`src/rtl/dport_framer_pkg.sv`:
```
// Shared constants for the DisplayPort main-stream framer: K-codes, VB-ID bit
// positions, FSM state encoding and the VB-ID builder.
package dport_framer_pkg;

    localparam logic [7:0] KBS = 8'hBC;
    localparam logic [7:0] KBE = 8'hFB;
    localparam logic [7:0] KFS = 8'hFE;
    localparam logic [7:0] KFE = 8'hF7;

    localparam int VBID_VBLANK    = 0;
    localparam int VBID_FIELD     = 1;
    localparam int VBID_INTERLACE = 2;
    localparam int VBID_NOVIDEO   = 3;
    localparam int VBID_AUDIOMUTE = 4;

    typedef enum logic [2:0] {
        ST_IDLE,
        ST_BS,
        ST_HDR,
        ST_HBLANK,
        ST_BE,
        ST_ACTIVE,
        ST_FILL
    } state_t;

    // Progressive scan, audio always muted; no-video tracks vertical blank.
    function automatic logic [7:0] vbid(input logic vbl);
        logic [7:0] v;
        v                 = 8'h00;
        v[VBID_AUDIOMUTE] = 1'b1;
        v[VBID_NOVIDEO]   = vbl;
        v[VBID_INTERLACE] = 1'b0;
        v[VBID_FIELD]     = 1'b0;
        v[VBID_VBLANK]    = vbl;
        return v;
    endfunction

endpackage

```
`src/rtl/dport_framer.sv`:
```
// Single-lane DisplayPort main-stream framer: BS, VB-ID/Mvid/Maud header, BE, RGB.
// Optional DPORT_FRAMER_STATS_EN adds ucount (missing pixels) and lcount (active lines).
//
// state     | meaning (symbol currently on sym)
// ST_IDLE   | after reset, D0.0 until the first line strobe
// ST_BS     | BS K-code
// ST_HDR    | header triplet VB-ID / Mvid / Maud, NREP times
// ST_HBLANK | blanking fill before BE
// ST_BE     | BE K-code (active lines only)
// ST_ACTIVE | RGB byte of the current pixel
// ST_FILL   | fill until the next line strobe
module dport_framer
    import dport_framer_pkg::*;
#(
    parameter int NREP = 4,
    parameter int BPP  = 3
) (
    input  logic        dpclk,
    input  logic        reset,
    input  logic        dphstart,
    input  logic        dpvstart,
    input  logic        dpvblank,
    input  logic [15:0] hact,
    input  logic [15:0] blankdly,
    input  logic [7:0]  mvid,
    input  logic [23:0] pxdata,
    input  logic        pxvalid,
    output logic        pxready,
    output logic [7:0]  sym,
    output logic        symk,
    output logic        underflow,
    output logic        lineerr
`ifdef DPORT_FRAMER_STATS_EN
    ,
    output logic [15:0] ucount,
    output logic [15:0] lcount
`endif
);

    localparam int              REPW      = (NREP > 1) ? $clog2(NREP) : 1;
    localparam logic [REPW-1:0] REP_LAST  = REPW'(NREP - 1);
    localparam logic [1:0]      BYTE_LAST = 2'(BPP - 1);

    state_t          state_q, state_d;
    logic [15:0]     cyc_q, cyc_d;
    logic [15:0]     pixcnt_q, pixcnt_d;
    logic [REPW-1:0] rep_q, rep_d;
    logic [1:0]      hsel_q, hsel_d;
    logic [1:0]      bytesel_q, bytesel_d;
    logic            vbl_q, vbl_d;
    logic            line_vbl_q, line_vbl_d;
    logic [7:0]      sym_q, sym_d;
    logic            symk_q, symk_d;
    logic            pxready_q, pxready_d;
    logic            underflow_q, underflow_d;
    logic            lineerr_q, lineerr_d;
    logic            blank_chk, do_sample;
    logic [7:0]      px_byte;

    always_comb begin
        case (bytesel_q)
            2'd0:    px_byte = pxdata[23:16];
            2'd1:    px_byte = pxdata[15:8];
            default: px_byte = pxdata[7:0];
        endcase
    end

    // Next state and the symbol it shows are computed together so BS lands one cycle after dphstart.
    always_comb begin
        state_d     = state_q;
        cyc_d       = (cyc_q == 16'hFFFF) ? cyc_q : cyc_q + 16'd1;
        pixcnt_d    = pixcnt_q;
        rep_d       = rep_q;
        hsel_d      = hsel_q;
        bytesel_d   = bytesel_q;
        vbl_d       = dpvstart ? 1'b0 : (dpvblank ? 1'b1 : vbl_q);
        line_vbl_d  = line_vbl_q;
        sym_d       = 8'h00;
        symk_d      = 1'b0;
        underflow_d = underflow_q;
        lineerr_d   = lineerr_q;
        blank_chk   = 1'b0;
        do_sample   = 1'b0;

        if (dphstart) begin
            if ((state_q inside {ST_HDR, ST_HBLANK, ST_BE}) ||
                (state_q == ST_ACTIVE && pixcnt_q < hact))
                lineerr_d = 1'b1;
            state_d    = ST_BS;
            sym_d      = KBS;
            symk_d     = 1'b1;
            cyc_d      = 16'd0;
            rep_d      = '0;
            hsel_d     = 2'd0;
            line_vbl_d = vbl_d;
        end else begin
            case (state_q)
                ST_BS: begin
                    state_d = ST_HDR;
                    hsel_d  = 2'd0;
                    rep_d   = '0;
                    sym_d   = vbid(line_vbl_q);
                end
                ST_HDR: begin
                    if (hsel_q == 2'd0) begin
                        hsel_d = 2'd1;
                        sym_d  = mvid;
                    end else if (hsel_q == 2'd1) begin
                        hsel_d = 2'd2;
                    end else if (rep_q != REP_LAST) begin
                        rep_d  = rep_q + REPW'(1);
                        hsel_d = 2'd0;
                        sym_d  = vbid(line_vbl_q);
                    end else begin
                        blank_chk = 1'b1;
                    end
                end
                ST_HBLANK: blank_chk = 1'b1;
                ST_BE: begin
                    if (hact == 16'd0) begin
                        state_d = ST_FILL;
                    end else begin
                        state_d   = ST_ACTIVE;
                        do_sample = 1'b1;
                    end
                end
                ST_ACTIVE: begin
                    if (pixcnt_q >= hact)
                        state_d = ST_FILL;
                    else
                        do_sample = 1'b1;
                end
                default: ;
            endcase

            if (blank_chk) begin
                if (cyc_d < blankdly) begin
                    state_d = ST_HBLANK;
                end else if (line_vbl_q) begin
                    state_d = ST_FILL;
                end else begin
                    state_d   = ST_BE;
                    sym_d     = KBE;
                    symk_d    = 1'b1;
                    bytesel_d = 2'd0;
                    pixcnt_d  = 16'd0;
                end
            end

            if (do_sample) begin
                if (pxvalid)
                    sym_d = px_byte;
                else
                    underflow_d = 1'b1;
                if (bytesel_q == BYTE_LAST) begin
                    bytesel_d = 2'd0;
                    pixcnt_d  = pixcnt_q + 16'd1;
                end else begin
                    bytesel_d = bytesel_q + 2'd1;
                end
            end
        end

        // Ready is held while the last byte is being sampled, so the DMA advances right after it.
        pxready_d = (state_d == ST_ACTIVE) && (bytesel_d == BYTE_LAST);
    end

    always_ff @(posedge dpclk) begin
        if (reset) begin
            state_q     <= ST_IDLE;
            cyc_q       <= 16'd0;
            pixcnt_q    <= 16'd0;
            rep_q       <= '0;
            hsel_q      <= 2'd0;
            bytesel_q   <= 2'd0;
            vbl_q       <= 1'b1;
            line_vbl_q  <= 1'b1;
            sym_q       <= 8'h00;
            symk_q      <= 1'b0;
            pxready_q   <= 1'b0;
            underflow_q <= 1'b0;
            lineerr_q   <= 1'b0;
        end else begin
            state_q     <= state_d;
            cyc_q       <= cyc_d;
            pixcnt_q    <= pixcnt_d;
            rep_q       <= rep_d;
            hsel_q      <= hsel_d;
            bytesel_q   <= bytesel_d;
            vbl_q       <= vbl_d;
            line_vbl_q  <= line_vbl_d;
            sym_q       <= sym_d;
            symk_q      <= symk_d;
            pxready_q   <= pxready_d;
            underflow_q <= underflow_d;
            lineerr_q   <= lineerr_d;
        end
    end

    assign sym       = sym_q;
    assign symk      = symk_q;
    assign pxready   = pxready_q;
    assign underflow = underflow_q;
    assign lineerr   = lineerr_q;

`ifdef DPORT_FRAMER_STATS_EN
    logic [15:0] ucount_q, lcount_q;
    logic        miss, line_done;

    assign miss      = do_sample && (bytesel_q == BYTE_LAST) && !pxvalid;
    assign line_done = (state_d == ST_FILL) && (state_q inside {ST_BE, ST_ACTIVE});

    always_ff @(posedge dpclk) begin
        if (reset) begin
            ucount_q <= 16'd0;
            lcount_q <= 16'd0;
        end else begin
            if (miss && ucount_q != 16'hFFFF)
                ucount_q <= ucount_q + 16'd1;
            if (line_done)
                lcount_q <= lcount_q + 16'd1;
        end
    end

    assign ucount = ucount_q;
    assign lcount = lcount_q;
`endif

endmodule

```
`config.mk`:
```
export PLATFORM = sky130hd
export DESIGN_NAME = dport_framer
export DESIGN_NICKNAME = d
export VERILOG_FILES = /design/src/rtl/dport_framer_pkg.sv /design/src/rtl/dport_framer.sv
export SDC_FILE = /design/constraint.sdc
export NUM_CORES = 1
export LEC_CHECK = 0
export ABC_AREA = 1
export ABC_CLOCK_PERIOD_IN_PS = 6100
export CAP_MARGIN = 20
export CORE_MARGIN = 5
export CORE_UTILIZATION = 40
export DETAILED_ROUTE_END_ITERATION = 10
export HOLD_SLACK_MARGIN = 0.06
export PLACE_DENSITY = 0.61
export SLEW_MARGIN = 10
export SYNTH_ARGS = -nofsm -noshare
export SYNTH_HDL_FRONTEND = slang
export SYNTH_SLANG_ARGS = --single-unit
export TNS_END_PERCENT = 10
```
`constraint.sdc`:
```
create_clock -name dpclk -period 6.1 [get_ports dpclk]
set_input_delay 1.22 -clock dpclk [delete_from_list [all_inputs] [get_ports dpclk]]
set_output_delay 1.22 -clock dpclk [all_outputs]
set_load 0.1 [all_outputs]
```
==> results of run 1 <==
final cells by class:
cell class	instances	area share
inverters	90	0.06874
clock buffers	5	0.01400
flip-flops and latches	55	0.2240
well taps	133	0.03386
clock inverters	3	0.01375
multi-input cells	417	0.4807
repair buffers	81	0.1650
sequential cells by signal (all words and copies together) (netlist names), 2 cells and up:
signal / flops
bytesel_q: 2
cyc_q: 16
hsel_q: 2
pixcnt_q: 16
rep_q: 2
state_q: 3
sym: 8
synth_stat cells, types with 11 or more instances:
cell type,n
inv_1,88
o21ai_0,26
xor2_1,12
a21oi_1,48
nand4_1,13
dfxtp_1,55
nor3_1,20
a31oi_1,11
nor2_1,52
ha_1,34
nand2_1,119
nand3_1,30
through the flow:
stage	instance area [µm²]	power, mW	hold WS [ps]	setup WS, ps	std cells
4_1_cts	4915	0.8357	482.5	2156	784
3_5_place_dp	4778	0.5431	457.5	1806	776
6_report	4915	0.8244	476.3	2161	784
5_1_grt	4915	0.8642	517.2	1803	784
3_3_place_gp	4778	0.5413	460.2	1928	776
2_1_floorplan	3897	0.4748	460.7	3046	574
routing by layer:
layer	up-vias	wire, µm	share of wire
li1	2043	-	-
met1	1735	4670	0.47
met2	68	4816	0.49
met3	7	324	0.033
met4	0	94	0.0095
met5	-	0	0
kinds of logic after synthesis:
family | Yosys count | synth area share
simple gates | 267 | 0.3162
buf+inv | 102 | 0.1114
compound gates | 97 | 0.1380
flops | 55 | 0.2825
fa+ha+maj | 34 | 0.1091
xor+xnor | 19 | 0.04270
critical path: cells and delay by family:
kind	cells	cell delay [ps]
adders and majority gates	1	290
AOI/OAI and AO/OA	3	370
and+or+nand+nor	6	1280
buffers and inverters	3	950
worst max-delay path by stage:
stage / cells after the start / startpoint / to / slack, ps
detailed placement: 13 / hact[3] / pixcnt_q[3] / 1810
global placement: 13 / hact[3] / pixcnt_q[2] / 1930
global route: 13 / hact[3] / pixcnt_q[3] / 1800
floorplan: 18 / cyc_q[0] / pixcnt_q[8] / 3050
CTS: 13 / hact[3] / pixcnt_q[3] / 2160
finish: 13 / hact[3] / pixcnt_q[3] / 2160
power by group:
group	switching (mW)	leakage (nW)	total [mW]	internal [mW]
combinational	0.0832	1.69	0.155	0.0714
clock	0.126	0.0644	0.290	0.164
sequential	0.0109	0.448	0.380	0.369
==> qor.csv, run 1 <==
metric;value;unit
outcome;completed;
critPathRequiredTime;6280;ps
arrival;4120;ps
cp-end-kind;flop;
slowest_delay;520;ps
slew_viol_final;0;
clk_latency;310;ps
hold_viol;0;
fmax;0.2538;GHz
fillerInstances;991;
h-tree-depth;2;
die_width;108.7;µm
synthToLayoutAreaGrowth;26.10;%
period_share;0.6458;
cts_hold_buf;0;
yosys.area.top_type;dfxtp_1;
yosysWarnings;0;
worstMarginPinSlew;1000;ps
dieArea;11820;µm²
top_usage_layer;met2;
vias;3853;
synthTopCellsByArea;dfxtp_1, nand2_1, ha_1;
grt_overflow_total;0;
ff_latch_area;1101;µm²
ant_nets;0;
cts_buffers;5;
mostFrequentLayoutCells;nand2_1, inv_1, clkdlybuf4s50_1, dfxtp_1, nor2_1;
clock-root-buffer;clkbuf_8;
cp_cell_sequence;clkdlybuf4s50_1 > inv_1 > ha_1 > nand2_1 > o21ai_0 > nor3b_1 > o21ai_1 > nand4_1 > nand2_1 > nand2_1 > clkinv_1 > nand2_1 > a31oi_1;
ff2ff_setup_slack;2340;ps
cpMaxStageDelayCell;nand2_1;
synth.distinct_cells;35;
min_path_type;flop to flop;
fin_tns_setup;0;ps
hold_depth;2;
synth_edf_count;0;
first_pass_iters;5;
crit-reg2reg-launch;cyc_q[0];
synth_top_area_frac;0.2825;
grt_pass1_wl;16560;µm
drc;0;
syn-num-nets;678;
drtIter0Drc;185;
syn_inst;574;
crit_top_cell;nand2_1;
ys.flop_type;dfxtp_1;
r2r_end;pixcnt_q[12];
fp.dieH;108.7;µm
ir_worst_vdd;0.1340;mV
antenna_cells;0;
netlist_area;3897;µm²
p_per_area;167.7;nW/µm²
fin_nets;754;
antenna_found_initial;0;
clock-sinks;55;
crit_type;primary input to flop;
postSynth.asyncResetShare;0;
critPathLaunchType;primary input;
start_util;0.4043;
min_period;3939;ps
use_met1;0.2282;
fp.coreArea;9639;µm²
clockBufferDepth;2;
io_buffer_count;81;
ctsResizeCount;0;
cts_tree;built;
synth_seq_area_share;0.2825;
cp_max_fo;13;
slew-limit-headroom;0.3310;
grt.met3_usage;0.02427;
rsz0062_at_grt;no;
final-setup-viol-count;0;
grt_pass1_vias;3698;
clock_skew;8.157;ps
clkTransAtPathRegs;110;ps
routabilityCongestion;0.8570;
multi_input_area;2362;µm²
utilization;0.5099;
use_met2;0.2926;
avgSynthCellArea;6.790;µm²
final_common_cell;nand2_1;
max_cap_viol_count;0;
min_to;lineerr;
layout-drive-gt1-share;0.05684;
post_cts_buffers;0;
pin_count;82;
post-dp-hpwl;7946;µm
p_leak;2.200;nW
wl_per_cell;12.64;µm
hold_start;lineerr;
drt_wl_total;9906;µm
rr_worst_depth;17;
grt_max_degree;24;
grtUsageTotal;0.1711;
synth_seq_cells;55;
rows;36;
vias_per_cell;4.915;
No activity file was read; power rests on OpenSTA's default activity.
==> inputs of run 2 (changes only) <==
--- a/config.mk
+++ b/config.mk
@@ -6,7 +6,7 @@
 export NUM_CORES = 1
 export LEC_CHECK = 0
 export ABC_AREA = 1
-export ABC_CLOCK_PERIOD_IN_PS = 6100
+export ABC_CLOCK_PERIOD_IN_PS = 3900
 export CAP_MARGIN = 20
 export CORE_MARGIN = 5
 export CORE_UTILIZATION = 40
==> constraint.sdc (replaced) <==
create_clock -name dpclk -period 3.9 [get_ports dpclk]
set_input_delay 0.78 -clock dpclk [delete_from_list [all_inputs] [get_ports dpclk]]
set_output_delay 0.78 -clock dpclk [all_outputs]
set_load 0.1 [all_outputs]
==> qor.csv, run 2 (same netlist as run 1, synthesis figures left out) <==
metric;value;unit;change
outcome;completed;;unchanged
fillerInstances;988;;was 991
clk_latency;310;ps;about the same
crit_top_cell;nand2_4;;was nand2_1
hold_depth;2;;unchanged
io_buffer_count;81;;unchanged
drtIter0Drc;164;;was 185
rr_worst_depth;20;;was 17
pwr-share-comb;0.203;;was 0.188
post_cts_buffers;0;;unchanged
hold_viol;0;;unchanged
switchingPower;0.3353;mW;was 0.2201 mW
critPathLaunchType;flop;;was primary input
vias;3890;;was 3853
fin_nets;760;;was 754
fp.dieH;108.7;µm;unchanged
place_area;4823;µm²;was 4778 µm²
swShare;0.2760;;was 0.2670
critical_path_buf_inv_count;2;;was 3
slew-limit-headroom;0.3257;;was 0.3310
cts_hold_buf;0;;unchanged
p_leak;2.213;nW;was 2.200 nW
slowest_delay;420;ps;was 520 ps
cp_top_family;simple AND/OR/NAND/NOR gates;;unchanged
grt_overflow_total;0;;unchanged
synthToLayoutAreaGrowth;26.71;%;was 26.10%
cts_buffers;5;;unchanged
fin_tns_setup;0;ps;unchanged
cts_tree;built;;unchanged
grt_pass1_vias;3792;;was 3698
cp_num_cells;20;;was 13
worstMarginPinSlew;1008;ps;was 1000 ps
final_area;4938;µm²;was 4915 µm²
r2r_end;pixcnt_q[13];;was pixcnt_q[12]
cp-end-kind;flop;;unchanged
min_to;lineerr;;unchanged
min_path_type;flop to flop;;unchanged
cpMaxStageDelayCell;dfxtp_1;;was nand2_1
clkPwrFrac;0.308;;was 0.352
dieArea;11820;µm²;unchanged
cp_max_fo;16;;was 13
crit-reg2reg-launch;cyc_q[0];;unchanged
max_cap_viol_count;0;;unchanged
antenna_cells;0;;unchanged
layout-drive-gt1-share;0.06707;;was 0.05684
fp.coreArea;9639;µm²;unchanged
ctsResizeCount;0;;unchanged
pwr-share-seq;0.489;;was 0.461
ff2ff_setup_slack;510;ps;was 2340 ps
vias_per_cell;4.930;;was 4.915
fmax;0.2949;GHz;
p_total;1.215;mW;was 0.8244 mW
arrival;3650;ps;was 4120 ps
wl_per_cell;12.92;µm;was 12.64 µm
ir_worst_vdd;0.1983;mV;was 0.1340 mV
h-tree-depth;2;;unchanged
routabilityCongestion;0.8631;;was 0.8570
critPathRequiredTime;4150;ps;was 6280 ps
clockBufferDepth;2;;unchanged
final-setup-viol-count;0;;unchanged
clock-sinks;55;;unchanged
rows;36;;unchanged
clock-root-buffer;clkbuf_8;;unchanged
rsz0062_at_grt;no;;unchanged
clock_skew;12.09;ps;was 8.157 ps
min_period;3391;ps;
hold_start;lineerr;;unchanged
final_common_cell;nand2_1;;unchanged
ant_nets;0;;unchanged
pin_count;82;;unchanged
crit_type;flop to flop;;was primary input to flop
mostFrequentLayoutCells;nand2_1, inv_1, clkdlybuf4s50_1, dfxtp_1, nor2_1;;unchanged
period_share;0.8694;;
drc;0;;unchanged
clkTransAtPathRegs;90;ps;was 110 ps
die_width;108.7;µm;unchanged
grtUsageTotal;0.1757;;was 0.1711
p_per_area;245.9;nW/µm²;was 167.7 nW/µm²
grt_pass1_wl;16910;µm;was 16560 µm
antenna_found_initial;0;;unchanged
post-dp-hpwl;8209;µm;was 7946 µm
slew_viol_final;0;;unchanged
cp_cell_sequence;ha_1 > inv_1 > nor2_2 > nand2_2 > nor2_2 > nor3_2 > nand4_1 > nand2_1 > inv_1 > nor2_1 > ha_1 > a21oi_1 > a31oi_1 > a2111oi_1 > nand2_2 > nand2_4 > nand2_4 > nand2_4 > nand3_1 > nand2_1;;was clkdlybuf4s50_1 > inv_1 > ha_1 > nand2_1 > o21ai_0 > nor3b_1 > o21ai_1 > nand4_1 > nand2_1 > nand2_1 > clkinv_1 > nand2_1 > a31oi_1
grt_max_degree;24;;unchanged
intPower;0.8793;mW;was 0.6043 mW
holdWs;481.4;ps;was 476.3 ps
start_util;0.4043;;unchanged
drt_wl_total;10200;µm;was 9906 µm
first_pass_iters;4;;was 5
## run 2: cell types whose count changed in the layout (fill, tap and decap cells not counted), sizes merged
| cell | previous run | this run |
|---|---|---|
| buf | 0 | 6 |
| bufinv | 2 | 1 |
## run 2: layer usage
layer / GRT usage / vias up / part of all wire
met5: 0 / - / 0
met4: 0.06673 / 0 / 0.022
met3: 0.02368 / 18 / 0.042
met2: 0.3014 / 74 / 0.49
met1: 0.2238 / 1750 / 0.45
li1: - / 2048 / -
## run 2: power by group through the flow
stage / registers (mW) / clock network [mW] / logic, mW
floorplan: 0.637 / 0 / 0.105
global placement: 0.607 / 0 / 0.244
detailed placement: 0.607 / 0 / 0.247
CTS: 0.594 / 0.388 / 0.248
global route: 0.597 / 0.408 / 0.274
finish: 0.594 / 0.375 / 0.246
## run 2: how the worst max path moves through the flow
stage	startpoint	slack, ps	end
after floorplan	cyc_q[0]	850	pixcnt_q[8]
after global placement	cyc_q[0]	330	pixcnt_q[13]
after detailed placement	cyc_q[0]	320	pixcnt_q[13]
after CTS	cyc_q[0]	300	pixcnt_q[13]
after global routing	cyc_q[0]	90	pixcnt_q[5]
final	cyc_q[0]	510	pixcnt_q[13]
## run 2: worst reg2reg max path: stages, from the launching register on
cell,delay [ps]
dfxtp_1,420
ha_1,250
inv_1,80
nor2_2,120
nand2_2,100
nor2_2,260
nor3_2,90
nand4_1,120
nand2_1,60
inv_1,70
nor2_1,40
ha_1,290
a21oi_1,160
a31oi_1,110
a2111oi_1,340
nand2_2,170
nand2_4,250
nand2_4,90
nand2_4,110
nand3_1,120
nand2_1,90
## run 2: stage by stage
| step | setup WS, ps | utilization | std cells |
|---|---|---|---|
| floorplan | 845.9 | - | 574 |
| global placement | 325.7 | 0.5004 | 782 |
| detailed placement | 321.0 | 0.5004 | 782 |
| CTS | 296.0 | 0.5114 | 789 |
| global route | 85.90 | 0.5123 | 789 |
| finish | 509.2 | 0.5123 | 789 |
## run 2: final cells by class
cell class	instances	area, µm²	share of cell area
timing repair buffer	87	855.8	0.1733
clock buffer	5	68.82	0.01393
inverter	90	337.8	0.06841
clock inverter	2	37.54	0.007601
tap	133	166.4	0.03370
multi-input combinational	417	2371	0.4801
sequential	55	1101	0.2230
==> inputs of run 3 (changes only) <==
--- a/config.mk
+++ b/config.mk
@@ -13,6 +13,7 @@
 export DETAILED_ROUTE_END_ITERATION = 10
 export HOLD_SLACK_MARGIN = 0.06
 export PLACE_DENSITY = 0.61
+export SKIP_LAST_GASP = 1
 export SLEW_MARGIN = 10
 export SYNTH_ARGS = -nofsm -noshare
 export SYNTH_HDL_FRONTEND = slang
==> results of run 3 <==
Same layout as run 2: the final DEF is identical, and so are final timing and power.
